===== src/rtl/nx1_opm_wr_sched.sv =====
// nx1_opm_wr_sched: YM2151 write scheduler and status front-end for the X1 FM board (I/O 0700-0703).
// Optional sticky FIFO-overflow status bit at O_D[6]: define NX1_OPM_OVF_FLAG_EN.
module nx1_opm_wr_sched #(
    parameter int FIFO_AW = 2,
    parameter int WR_GAP  = 64
) (
    input  logic       I_CLK,
    input  logic       I_RESET,
    input  logic       I_CS,
    input  logic       I_A,
    input  logic       I_WR,
    input  logic       I_RD,
    input  logic [7:0] I_D,
    output logic [7:0] O_D,
    output logic       O_DOE,
    input  logic [1:0] I_OPM_FLAG,
    output logic [7:0] O_OPM_A,
    output logic [7:0] O_OPM_D,
    output logic       O_OPM_WE,
    output logic       O_BUSY,
    output logic       O_FULL
);

    localparam int               DEPTH     = 1 << FIFO_AW;
    localparam logic [FIFO_AW:0] DEPTH_CNT = (FIFO_AW + 1)'(DEPTH);
    localparam logic [7:0]       GAP_LOAD  = 8'(WR_GAP);

    typedef enum logic [1:0] {
        ST_IDLE,
        ST_ISSUE,
        ST_GAP
    } state_t;

    state_t state_reg, state_next;

    logic [15:0]        mem_reg [DEPTH];
    logic [FIFO_AW-1:0] wr_ptr_reg, rd_ptr_reg;
    logic [FIFO_AW:0]   count_reg, count_next;
    logic [7:0]         latch_reg;
    logic [7:0]         gap_cnt_reg;
    logic [7:0]         opm_a_reg, opm_d_reg;
    logic [7:0]         od_reg;
    logic               wr_d_reg;
    logic               we_reg, busy_reg, doe_reg;
    logic               wr_act, wr_edge, rd_act;
    logic               push, pop, issue, fifo_full, ovf_bit;

    assign wr_act    = I_CS & I_WR;
    assign wr_edge   = wr_act & ~wr_d_reg;
    assign rd_act    = I_CS & I_RD;
    assign fifo_full = (count_reg == DEPTH_CNT);
    // Full is judged on the pre-pop count, so a write landing in an ISSUE cycle is still dropped.
    assign push      = wr_edge & I_A & ~fifo_full;

    assign count_next = count_reg + (FIFO_AW + 1)'(push) - (FIFO_AW + 1)'(pop);

    always_comb begin
        state_next = state_reg;
        issue      = 1'b0;
        pop        = 1'b0;
        case (state_reg)
            ST_IDLE: begin
                if (count_reg != '0) begin
                    state_next = ST_ISSUE;
                    issue      = 1'b1;
                end
            end
            ST_ISSUE: begin
                pop        = 1'b1;
                state_next = ST_GAP;
            end
            ST_GAP: begin
                if (gap_cnt_reg == 8'd1) begin
                    state_next = ST_IDLE;
                end
            end
            default: state_next = ST_IDLE;
        endcase
    end

    always_ff @(posedge I_CLK) begin
        if (I_RESET) begin
            state_reg <= ST_IDLE;
        end else begin
            state_reg <= state_next;
        end
    end

    // FIFO storage carries no reset so it maps onto distributed/block RAM.
    always_ff @(posedge I_CLK) begin
        if (push) begin
            mem_reg[wr_ptr_reg] <= {latch_reg, I_D};
        end
    end

    always_ff @(posedge I_CLK) begin
        if (I_RESET) begin
            wr_ptr_reg  <= '0;
            rd_ptr_reg  <= '0;
            count_reg   <= '0;
            latch_reg   <= 8'h00;
            gap_cnt_reg <= 8'h00;
            opm_a_reg   <= 8'h00;
            opm_d_reg   <= 8'h00;
            we_reg      <= 1'b0;
            busy_reg    <= 1'b0;
            doe_reg     <= 1'b0;
            od_reg      <= 8'h00;
            // History starts high so a strobe already asserted at release is ignored.
            wr_d_reg    <= 1'b1;
        end else begin
            wr_d_reg  <= wr_act;
            count_reg <= count_next;
            if (wr_edge & ~I_A) begin
                latch_reg <= I_D;
            end
            if (push) begin
                wr_ptr_reg <= wr_ptr_reg + 1'b1;
            end
            if (pop) begin
                rd_ptr_reg <= rd_ptr_reg + 1'b1;
            end
            if (issue) begin
                {opm_a_reg, opm_d_reg} <= mem_reg[rd_ptr_reg];
            end
            we_reg <= issue;
            if (state_reg == ST_ISSUE) begin
                gap_cnt_reg <= GAP_LOAD;
            end else if (state_reg == ST_GAP) begin
                gap_cnt_reg <= gap_cnt_reg - 8'd1;
            end
            busy_reg <= (count_next != '0) | (state_reg != ST_IDLE);
            doe_reg  <= rd_act;
            od_reg   <= rd_act ? {busy_reg, ovf_bit, 4'b0000, I_OPM_FLAG} : 8'h00;
        end
    end

`ifdef NX1_OPM_OVF_FLAG_EN
    logic rd_d_reg;
    logic ovf_reg;
    logic drop;

    assign drop    = wr_edge & I_A & fifo_full;
    assign ovf_bit = ovf_reg;

    // A drop in the same cycle as the read-release clear wins, so no overflow is lost.
    always_ff @(posedge I_CLK) begin
        if (I_RESET) begin
            rd_d_reg <= 1'b0;
            ovf_reg  <= 1'b0;
        end else begin
            rd_d_reg <= rd_act;
            if (drop) begin
                ovf_reg <= 1'b1;
            end else if (rd_d_reg & ~rd_act) begin
                ovf_reg <= 1'b0;
            end
        end
    end
`else
    assign ovf_bit = 1'b0;
`endif

    assign O_OPM_A  = opm_a_reg;
    assign O_OPM_D  = opm_d_reg;
    assign O_OPM_WE = we_reg;
    assign O_BUSY   = busy_reg;
    assign O_FULL   = fifo_full;
    assign O_DOE    = doe_reg;
    assign O_D      = od_reg;

endmodule


===== config.mk =====
export PLATFORM = sky130hd
export DESIGN_NAME = nx1_opm_wr_sched
export DESIGN_NICKNAME = d
export VERILOG_FILES = /design/src/rtl/nx1_opm_wr_sched.sv
export SDC_FILE = /design/constraint.sdc
export NUM_CORES = 1
export LEC_CHECK = 0
export BUFFER_PORTS_ARGS = -buffer_cell sky130_fd_sc_hd__buf_4
export CAP_MARGIN = 20
export CORE_UTILIZATION = 30
export DETAILED_ROUTE_END_ITERATION = 10
export PLACE_DENSITY = 0.45
export SETUP_SLACK_MARGIN = 0.1
export SYNTH_ARGS = -nofsm -noshare
export SYNTH_HDL_FRONTEND = slang
export SYNTH_SLANG_ARGS = --single-unit

===== constraint.sdc =====
create_clock -name I_CLK -period 3.8 [get_ports I_CLK]
set_clock_uncertainty 0.15 [all_clocks]
set_input_delay 0.38 -clock I_CLK [delete_from_list [all_inputs] [get_ports I_CLK]]
set_output_delay 0.38 -clock I_CLK [all_outputs]
set_load 0.005 [all_outputs]

## After elaboration in Yosys (flattened, before gate mapping)

Memory sizes are Yosys's and may differ from the RTL's. A register that Yosys moved wholly into a read port is not among the register bits.
Cells that the tools add are included.

| cells by class | value |
|---|---|
| add/subtract/negate cells | 5 |
| multiply operators | 0 |
| divide/modulo/power cells | 0 |
| order comparisons | 0 |
| equal/unequal tests | 6 |
| shift-type cells | 0 |
| mux-type cells | 10 |
| bitwise operators | 11 |
| reduce and logical (&&, ||, !) cells | 8 |

Operators with widths:

| operator | count |
|---|---|
| 7-bit two-way mux | 2 |
| 8-bit by 1-bit equality test with 1-bit output (second input constant) | 1 |
| 8-bit by 1-bit subtractor with 8-bit output (second input constant) | 1 |
| 1-bit AND | 6 |
| 2-bit one-hot mux with 3 select lines | 1 |
| 3-bit nonzero test | 2 |
| 1-bit two-way mux | 5 |
| 2-bit by 1-bit adder with 2-bit output (second input constant) | 2 |
| 2-bit two-way mux | 2 |
| 2-bit inequality test (second input constant) | 2 |
| 1-bit NOT | 4 |
| 2-bit nonzero test | 2 |
| 2-bit OR reduction | 2 |
| 3-bit by 1-bit adder with 3-bit output | 1 |
| 3-bit equality test (second input constant) | 1 |
| 3-bit by 1-bit subtractor with 3-bit output | 1 |
| 2-bit by 1-bit equality test with 1-bit output (second input constant) | 1 |
| 2-bit equality test (second input constant) | 1 |
| 2-bit logical NOT | 1 |
| 2-bit AND reduction | 1 |
| 1-bit OR | 1 |

| word-level totals | value |
|---|---|
| register bits | 37 |
| latch bits | 0 |
| bits in writable memories | 64 |
| memory bits (read-only) | 0 |
| output and inout port bits | 28 |
| word-level logic and storage cells | 54 |
| memories | 1 |

Memory list:

| name | depth | bits a word | rd ports | clocked after Yosys merged registers in | wr ports | line | RTL |
|---|---|---|---|---|---|---|---|
| mem_reg | 4 | 16 | 1 | 1 | 1 | 36 | `logic [15:0] mem_reg [DEPTH];` |

## Logic depth before layout (Yosys ltp)

Gate-level depths: netlist of the first run.

| depth | value |
|---|---|
| word-level depth | 8 |
| depth in mapped cells | 10 |
| mapped depth without buffers | 10 |

## Worst setup path after synthesis of the first run

No wires, ideal clock.

| timing path | value |
|---|---|
| path type | reg2reg |
| from | reg count_reg[2] |
| to | reg busy_reg (netlist: O_BUSY) |
| library setup time | 0.133 ns |
| arrival time | 2.061 ns |
| setup slack | 1.456 ns |
| stages on the path, launching flop included | 11 |
| path buffers | 0 |
| clock period less this slack | 2.344 ns |
| path through | dfxtp_1 -> nor3b_1 -> nor2_1 -> inv_1 -> ha_1 -> inv_1 -> ha_1 -> fa_1 -> xnor2_1 -> xnor2_1 -> a31oi_1 |

| between the ends | value |
|---|---|
| word-level cells in the longest chain between the ends | 7 |

Ends and longest elaborated chain:

| item | line | RTL |
|---|---|---|
| start, declared | 38 | `logic [FIFO_AW:0] count_reg, count_next;` |
| start signal, assigned | 113 | `count_reg <= count_next;` |
| 3-bit equality test | 51 | `assign fifo_full = (count_reg == DEPTH_CNT);` |
| net O_FULL | 21 | `output logic O_FULL` |
| 1-bit NOT | 53 | `assign push = wr_edge & I_A & ~fifo_full;` |
| 1-bit AND | 53 |  |
| 3-bit by 1-bit adder with 3-bit output | 55 | `assign count_next = count_reg + (FIFO_AW + 1)'(push) - (FIFO_AW + 1)'(pop);` |
| 3-bit by 1-bit subtractor with 3-bit output | 55 |  |
| 3-bit nonzero test | 132 | `busy_reg <= (count_next != '0) \| (state_reg != ST_IDLE);` |
| 1-bit OR | 132 |  |
| end signal, assigned | 132 |  |
| end, declared | 44 | `logic we_reg, busy_reg, doe_reg;` |

The timed path passes the listed nets, and every way through them passes these cells.
A chain may end at the register's enable or synchronous reset.

## Worst setup path after layout of the first run

| timing path | value |
|---|---|
| from | reg count_reg[2] |
| to | reg busy_reg (netlist: O_BUSY) |

| between the ends | value |
|---|---|
| word-level cells in the longest chain between the ends | 7 |

Ends and longest elaborated chain:

| item | line |
|---|---|
| 3-bit equality test | 51 |
| 1-bit NOT | 53 |
| 1-bit AND | 53 |
| 3-bit by 1-bit adder with 3-bit output * | 55 |
| 3-bit by 1-bit subtractor with 3-bit output * | 55 |
| 3-bit nonzero test * | 132 |
| 1-bit OR * | 132 |

Every way passes the cells marked *; elsewhere a longest branch is shown, timed or not.

==> impl_metrics.json, run 1 <==
{
  "drc": 0,
  "n_antenna_cell": 0,
  "seq_power_share_pct": 45.5,
  "dp_hpwl_um": 4870,
  "place_area_um2": 4770,
  "netlist_area_um2": 4300,
  "grt_pass1_wl_um": 12500,
  "clockBufferDepth": 2,
  "fin_crit_ps": 2520,
  "worst_pin_slew_ps": 1020,
  "coreArea_um2": 13900,
  "nets": 347,
  "max-cap-violations": 0,
  "grt_overflow": 0,
  "drive_gt1_share_pct": 25.0,
  "power_leakage_nw": 1.82,
  "p_per_area_nw_per_um2": 663,
  "r2r_end": "O_BUSY",
  "setup_tns_ps": 0,
  "syn_inst": 279,
  "mostFrequentLayoutCell": "edfxtp_1",
  "grt_max_degree": 29,
  "fmax_mhz": 397,
  "grt.total_usage_pct": 11.7,
  "p_switching_w": 0.000932,
  "wl_per_cell_um": 16.1,
  "clk_latency_ps": 340,
  "routed_wirelength_um": 8100,
  "fin_crit_sh_pct": 66.4,
  "min_from": "I_OPM_FLAG[0]",
  "p_comb_share_pct": 23.3,
  "crit_type": "flop to flop",
  "synthDistinctLibCells": 45,
  "gp_congestion": 0.700,
  "cts_setup_buffers": 0,
  "crit_path_start_kind": "flop",
  "syn_to_final_growth_pct": 18.7,
  "yosysSeqAreaShare_pct": 67.0,
  "crit_required_ps": 3870,
  "die-area_um2": 14800,
  "numPortBuffers": 38,
  "initial_core_util_pct": 30.9,
  "hp-class": "primary input to flop",
  "setup_viol": 0,
  "cts_hold_buf": 0,
  "synth_seq_cells": 112,
  "final_area_um2": 5110,
  "mostFrequentLayoutCells": "edfxtp_1, dfxtp_1, buf_4, nor2_1",
  "fin_util_pct": 36.7,
  "die_h_um": 122,
  "drtIter0Drc": 100,
  "r2r_cells": 10,
  "holdPathEnd": "O_D[0]",
  "relSlewSlack_pct": 31.9,
  "drt_first_pass_iters": 4,
  "viasPerCell": 4.60,
  "internal_power_w": 0.00245,
  "clk_pin_slew_worst_paths_ps": 70,
  "syn_area_per_cell_um2": 15.4,
  "io_pins": 44,
  "status": "completed",
  "r2r_slack_ps": 1280,
  "finalWorstSetupSlack_ps": 1280,
  "htreeDepth": 3,
  "path_max_fanout": 6,
  "fp-row-count": 43,
  "die_w_um": 122,
  "post-place-ws_ps": 1220,
  "rsz0062_at_grt": "false",
  "vias": 2317,
  "cts_buffers": 9,
  "grt_antenna_before_repair": 0,
  "slew_viol_final": 0,
  "swShare_pct": 27.5,
  "first_global_vias": 2276,
  "clkPwrFrac_pct": 31.2,
  "min_path_cells": 2,
  "worstReg2RegStart": "count_reg[2]",
  "cts_tree": "built",
  "final_hold_viol_count": 0,
  "cts_resized": 0,
  "worst_ep_arrival_time_ps": 2590,
  "route.antenna.remaining_nets": 0,
  "cp-end-kind": "flop",
  "root_buffer": "clkbuf_16",
  "clock_sinks": 112,
  "ir_drop_mv": 0.297,
  "yosysWarnings": 0,
  "largest_register_ffs": 64
}
## synthesized netlist by cell type (all sizes together)
library cell | number | area, um2
a311o | 1 | 10.0
nand4b | 1 | 8.76
dfxtp | 48 | 961
o31ai | 3 | 22.5
clkbuf | 5 | 18.8
a31oi | 1 | 6.26
a21o | 1 | 7.51
nor4b | 1 | 8.76
nor2b | 4 | 25.0
nor4 | 1 | 6.26
xor2 | 3 | 26.3
a22o | 16 | 140
fa | 1 | 20.0
mux2i | 9 | 90.1
nor4bb | 1 | 10.0
or4b | 2 | 23.8
a32oi | 1 | 8.76
a211oi | 1 | 7.51
nor3b | 4 | 35.0
a31o | 1 | 8.76
o21ai | 2 | 10.0
buf | 12 | 75.1
nand2b | 2 | 12.5
conb | 1 | 3.75
nand2 | 5 | 18.8
o311ai | 1 | 8.76
or3 | 3 | 18.8
ha | 11 | 138
nor3 | 1 | 5.00
o21bai | 1 | 7.51
mux4 | 16 | 360
xnor2 | 4 | 35.0
and2 | 7 | 43.8
or4 | 3 | 22.5
inv | 12 | 45.0
and3 | 1 | 6.26
a211o | 1 | 8.76
or2 | 1 | 6.26
a21oi | 7 | 38.8
nor2 | 19 | 71.3
edfxtp | 64 | 1920
## kinds of logic after synthesis
group                      after synthesis  synth area share (%)
AOI/OAI and AO/OA                       37                  6.63
xor gates and xnor gates                 7                  1.42
adders and majority gates               12                  3.66
buffers and inverters                   29                  3.23
DFF                                    112                  67.0
muxes                                   25                  10.5
other                                    1                0.0872
and+or+nand+nor                         56                  7.50
## per-layer routing
layer	global-route usage, %	part of all wire [%]
met1	14.0	47
met2	19.2	48
met3	3.75	3.8
met4	4.71	2.0
met5	0	0
## layout make-up
cell class                      instances  area [um2]
Clock inverter                          6        97.6
Sequential cell                       112        2880
Tap cell                              180         225
Timing Repair Buffer                   42         315
Inverter                               12        45.0
Multi-Input combinational cell        142        1300
Clock buffer                           10         239
Fill cell                            1308        8830
## how the worst max path moves through the flow
stage | start | to | slack [ps] | cells after the start
detailed placement | I_CS | O_BUSY | 1220 | 11
finish | count_reg[2] | O_BUSY | 1280 | 10
CTS | count_reg[2] | O_BUSY | 1240 | 10
global route | count_reg[2] | O_BUSY | 1040 | 10
global placement | I_CS | O_BUSY | 1260 | 11
floorplan | count_reg[2] | O_BUSY | 1460 | 10
## worst max-delay path, stage by stage (launching register included)
cell and delay [ps]:
dfxtp_1 390, nor3b_1 450, nor2_1 190, inv_1 90
ha_1 120, inv_1 40, ha_1 180, fa_1 380
xnor2_1 180, xnor2_1 160, a31oi_1 100
## power groups by stage
stage / clock network [W] / logic, W / registers [W]
2_1_floorplan: 0 / 0.000545 / 0.00153
3_3_place_gp: 0 / 0.000804 / 0.00157
3_5_place_dp: 0 / 0.000808 / 0.00157
4_1_cts: 0.00108 / 0.000811 / 0.00155
5_1_grt: 0.00113 / 0.000882 / 0.00157
6_report: 0.00106 / 0.000790 / 0.00154
## per-stage QoR
stage | std cells | hold slack [ps] | power, W
6_report | 504 | 83.4 | 0.00339
5_1_grt | 504 | 78.4 | 0.00358
2_1_floorplan | 283 | 305 | 0.00207
4_1_cts | 504 | 72.4 | 0.00344
3_5_place_dp | 488 | 318 | 0.00238
3_3_place_gp | 488 | 312 | 0.00237
Note: power is estimated with default switching activity, not from simulation.
==> run 2: changes to the inputs <==
==> constraint.sdc (replaced) <==
create_clock -name I_CLK -period 2.35 [get_ports I_CLK]
set_clock_uncertainty 0.15 [all_clocks]
set_input_delay 0.235 -clock I_CLK [delete_from_list [all_inputs] [get_ports I_CLK]]
set_output_delay 0.235 -clock I_CLK [all_outputs]
set_load 0.005 [all_outputs]
==> run 2 against run 1 <==
Net effect: total power rose by 65%; sequential share of layout area fell by 2.8 points; setup slack got worse by 1200 ps; maximum frequency rose by 13%; largest power group unchanged; register-to-register slack got worse by 1200 ps; highest routed layer unchanged; critical path type unchanged; final area rose by 5.3%; non-clock buffer count rose by 29.
==> impl_metrics.json, run 2 (synthesis results as in run 1) <==
{
  "fin_crit_sh_pct": 95.1,
  "rsz0062_at_grt": "true",
  "place_area_um2": 4870,
  "largest_register_ffs": 64,
  "cp_slowest_stage_delay_ps": 350,
  "crit_required_ps": 2420,
  "die_w_um": 122,
  "drive_gt1_share_pct": 29.2,
  "routed_wirelength_um": 8180,
  "path_max_fanout": 2,
  "hp-class": "primary input to flop",
  "fin_crit_ps": 2230,
  "status": "completed",
  "crit_path_start_kind": "flop",
  "final_hold_viol_count": 0,
  "wl_per_cell_um": 15.3,
  "stdcell_count": 533,
  "power_leakage_nw": 1.95,
  "grt_max_degree": 29,
  "grt_antenna_before_repair": 0,
  "root_buffer": "clkbuf_16",
  "setup_viol": 0,
  "mostFrequentLayoutCells": "edfxtp_1, buf_4, dfxtp_1, nor2_1",
  "route.antenna.remaining_nets": 0,
  "syn_to_final_growth_pct": 24.9,
  "cp-end-kind": "flop",
  "viasPerCell": 4.50,
  "fillers": 1298,
  "ir_drop_mv": 0.411,
  "path_cells": "nand4b_1, nor2_2, inv_1, ha_1, inv_1, ha_2, fa_2, xnor2_2, xnor2_2, a31oi_1",
  "slew_viol_final": 0,
  "worst_ep_arrival_time_ps": 2310,
  "mostFrequentLayoutCell": "edfxtp_1",
  "drc": 0,
  "io_pins": 44,
  "clockBufferDepth": 2,
  "die_h_um": 122,
  "max-cap-violations": 0,
  "grt.total_usage_pct": 12.2,
  "clk_latency_ps": 350,
  "coreArea_um2": 13900,
  "place_inst": 500,
  "grt_overflow": 0,
  "gp_congestion": 0.668,
  "worst_pin_slew_ps": 554,
  "clock_sinks": 112,
  "drtIter0Drc": 112,
  "slowest_stage": "fa_2",
  "fp-row-count": 43,
  "fmax_mhz": 448,
  "die-area_um2": 14800,
  "vias": 2396,
  "grt_pass1_wl_um": 13100,
  "nets": 376,
  "n_antenna_cell": 0,
  "dp_hpwl_um": 5100,
  "drt_first_pass_iters": 4,
  "initial_core_util_pct": 30.9,
  "clk_pin_slew_worst_paths_ps": 70,
  "numPortBuffers": 38,
  "crit_type": "flop to flop",
  "cts_buffers": 9,
  "cts_tree": "built",
  "htreeDepth": 3,
  "final_area_um2": 5380,
  "relSlewSlack_pct": 62.5,
  "first_global_vias": 2383,
  "p_per_area_nw_per_um2": 1040
}
==> run 2: cell count changes in the layout (fill, tap and decap cells not counted), sizes merged <==
cell | before | now
buf | 42 | 58
dlygate4sd3 | 0 | 13
==> run 2: routing by layer <==
layer | track usage [%] | wire length (um) | up-vias
met5 | 0 | 0 | -
met4 | 5.09 | 114 | 0
met3 | 3.70 | 327 | 9
met2 | 19.3 | 3870 | 48
met1 | 15.4 | 3870 | 1168
li1 | - | - | 1171
==> run 2: critical path: cells and delay by family, from the launching register on <==
family | cells | cell delay (ps)
xor+xnor | 2 | 320
flops | 1 | 320
buf+inv | 2 | 90
simple gates | 2 | 350
compound gates | 1 | 100
fa+ha+maj | 3 | 770
==> run 2: area by class of cell <==
class	instances	area, um2	area share (%)
Sequential cell	112	2880	53.6
Multi-Input combinational cell	142	1330	24.7
Timing Repair Buffer	71	566	10.5
Clock buffer	10	229	4.26
Tap cell	180	225	4.19
Clock inverter	6	97.6	1.82
Inverter	12	45.0	0.838
==> run 2: metrics by stage <==
step / setup WS, ps / hold WS (ps) / util (%) / power, W / TNS (ps)
finish: 116 / 15.2 / 38.6 / 0.00559 / 0
global route: -17.8 / 11.6 / 38.6 / 0.00591 / -17.8
CTS: 39.4 / 2.58 / 38.5 / 0.00568 / 0
detailed placement: -6.38 / 293 / 34.9 / 0.00394 / -6.38
global placement: 44.9 / 294 / 34.9 / 0.00393 / 0
floorplan: 109 / 184 / - / 0.00336 / 0
==> run 2: final timing paths <==
check / startpoint / end / slack [ps] / depth (start not counted)
max: wr_d_reg / O_BUSY / 120 / 10
min: I_CS / O_DOE / 20 / 3
max reg2reg: wr_d_reg / O_BUSY / 120 / 10
min reg2reg: O_OPM_D[2] / O_OPM_D[2] / 330 / 1
==> run 2: report_power, final <==
group	switching, W	internal (W)	total (W)
Clock	0.000708	0.000952	0.00166
Combinational	0.000659	0.000802	0.00146
Sequential	0.000172	0.00230	0.00247
Total	0.00154	0.00405	0.00559
==> run 2: repair_timing <==
item	4_1_cts	5_1_grt
gates resized for setup	4	1
endpoints found under the setup margin	2	2
setup buffers	3	1
hold buffers	13	0
hold endpoints to repair	36	0
pin swaps	4	4
==> run 3: changes to the inputs <==
--- a/config.mk
+++ b/config.mk
@@ -7,10 +7,11 @@
 export LEC_CHECK = 0
 export BUFFER_PORTS_ARGS = -buffer_cell sky130_fd_sc_hd__buf_4
 export CAP_MARGIN = 20
-export CORE_UTILIZATION = 30
+export CORE_UTILIZATION = 45
 export DETAILED_ROUTE_END_ITERATION = 10
-export PLACE_DENSITY = 0.45
+export PLACE_DENSITY = 0.63
 export SETUP_SLACK_MARGIN = 0.1
+export SLEW_MARGIN = 0
 export SYNTH_ARGS = -nofsm -noshare
 export SYNTH_HDL_FRONTEND = slang
 export SYNTH_SLANG_ARGS = --single-unit
==> run 3 against run 2 <==
Net effect: final area decreased by 3.4%; register-to-register slack about the same; cell count decreased by 9.9%; largest power group unchanged; largest cell class unchanged; count of clock-buffer cells in the layout unchanged; first-iteration DRC count decreased by 35%; total power decreased by 7.3%; critical path depth unchanged; setup slack improved by 1.6 ps; wire length decreased by 7.7%.
==> impl_metrics.json, run 3 (synthesis results as in run 1) <==
{
  "status": "completed",
  "first_global_vias": 2383,
  "cp-endpoint": "O_BUSY",
  "io_pins": 44,
  "clock_sinks": 112,
  "hp-class": "primary input to flop",
  "gp_congestion": 0.704,
  "grt_overflow": 0,
  "grt_antenna_before_repair": 0,
  "clk_pin_slew_worst_paths_ps": 100,
  "cts_buffers": 9,
  "fmax_mhz": 448,
  "seq_power_share_pct": 47.7,
  "multi_input_area_um2": 1330,
  "fillers": 740,
  "die_w_um": 99.8,
  "mostFrequentLayoutCell": "edfxtp_1",
  "crit_type": "flop to flop",
  "max-cap-violations": 0,
  "viasPerCell": 4.93,
  "post-place-ws_ps": 9.04,
  "crit_buf_inv": 2,
  "dp_hpwl_um": 4840,
  "cp-end-kind": "flop",
  "cts_tree": "built",
  "worst_ep_arrival_time_ps": 2330,
  "ff_latch_area_um2": 2880,
  "vias": 2368,
  "drtIter0Drc": 73,
  "fp-row-count": 35,
  "route.antenna.remaining_nets": 0,
  "mostFrequentLayoutCells": "edfxtp_1, buf_4, dfxtp_1, nor2_1",
  "path_cells": "nor3b_2, nor2_2, inv_1, ha_1, inv_1, ha_2, fa_2, xnor2_2, xnor2_2, a31oi_1",
  "clk_latency_ps": 360,
  "clockBufferDepth": 2,
  "slew_viol_final": 0,
  "grt.total_usage_pct": 17.0,
  "coreArea_um2": 9240,
  "final_area_um2": 5190,
  "die-area_um2": 9960,
  "grt_max_degree": 29,
  "p_switching_w": 0.00147,
  "p_comb_share_pct": 28.1,
  "rsz0062_at_grt": "true",
  "syn_to_final_growth_pct": 20.6,
  "critPathLaunch": "count_reg[2]",
  "power_leakage_nw": 1.90,
  "cp.depth": 10,
  "n_antenna_cell": 0,
  "r2r_end": "O_BUSY",
  "cp_slowest_stage_delay_ps": 370,
  "crit_path_start_kind": "flop",
  "numPortBuffers": 38,
  "drive_gt1_share_pct": 29.1,
  "fin_crit_sh_pct": 95.0,
  "worst_pin_slew_ps": 697,
  "swShare_pct": 28.4,
  "htreeDepth": 3,
  "path_max_fanout": 4,
  "die_h_um": 99.8,
  "r2r_cells": 10,
  "initial_core_util_pct": 46.6,
  "final_hold_viol_count": 0,
  "worstReg2RegStart": "count_reg[2]",
  "crit_required_ps": 2450,
  "routed_wirelength_um": 7550,
  "clkPwrFrac_pct": 24.3,
  "internal_power_w": 0.00371,
  "nets": 374,
  "relSlewSlack_pct": 52.9,
  "drt_first_pass_iters": 4,
  "setup_viol": 0,
  "ir_drop_mv": 0.435,
  "fin_crit_ps": 2230,
  "place_area_um2": 4800,
  "p_per_area_nw_per_um2": 999,
  "root_buffer": "clkbuf_8",
  "cp_top_family": "adder cells",
  "drc": 0,
  "finalWorstSetupSlack_ps": 117,
  "wl_per_cell_um": 15.7,
  "r2r_slack_ps": 120,
  "largest_register_ffs": 64,
  "slowest_stage": "dfxtp_1",
  "grt_pass1_wl_um": 12500
}
[run 3: power groups by stage]
stage	registers [W]	logic, W	clock network [W]
2_1_floorplan	0.00247	0.000885	0
3_3_place_gp	0.00250	0.00138	0
3_5_place_dp	0.00251	0.00141	0
4_1_cts	0.00247	0.00146	0.00129
5_1_grt	0.00250	0.00162	0.00137
6_report	0.00247	0.00145	0.00126
[run 3: worst min-delay path by stage]
stage                             start            end  cells after the start
after global routing               I_RD          O_DOE                      3
after detailed placement  I_OPM_FLAG[0]         O_D[0]                      2
after floorplan                  I_D[0]  mem_reg[0][0]                      0
after CTS                          I_RD          O_DOE                      3
after global placement    I_OPM_FLAG[0]         O_D[0]                      2
final                              I_RD          O_DOE                      3
[run 3: layer usage]
layer | wire length [um] | up-vias | track usage (%)
met1 | 3620 | 1161 | 22.3
li1 | - | 1168 | -
met2 | 3680 | 35 | 28.0
met3 | 183 | 4 | 3.55
met5 | 0 | - | 0
met4 | 65 | 0 | 6.11
[run 3: worst reg2reg max path: stages (launching register included)]
cell	delay (ps)
dfxtp_1	370
nor3b_2	180
nor2_2	120
inv_1	50
ha_1	260
inv_1	40
ha_2	160
fa_2	360
xnor2_2	190
xnor2_2	140
a31oi_1	100
[run 3: cell type report]
type	instances	share of cell area, %
sequential	112	55.6
timing repair buffer	69	10.6
clock inverter	6	1.83
inverter	12	0.868
multi-input combinational	142	25.6
tap	129	3.11
clock buffer	10	2.46
[run 3: what timing repair did]
item,in CTS,in global routing
hold endpoints to repair,42,0
pin swaps,4,3
hold buffers,12,0
buffers inserted,2,1
resized for setup,4,1
endpoints found under the setup margin,2,2
gates cloned,0,0
[run 3: metrics by stage]
stage / power (W) / cells / hold WS [ps] / util, % / setup TNS (ps)
after floorplan: 0.00336 / 283 / 184 / - / 0
after global placement: 0.00388 / 449 / 289 / 52.0 / 0
after detailed placement: 0.00392 / 449 / 297 / 52.0 / 0
after CTS: 0.00522 / 479 / 2.18 / 56.0 / 0
after global routing: 0.00549 / 480 / 15.4 / 56.2 / -34.0
final: 0.00518 / 480 / 4.59 / 56.2 / 0
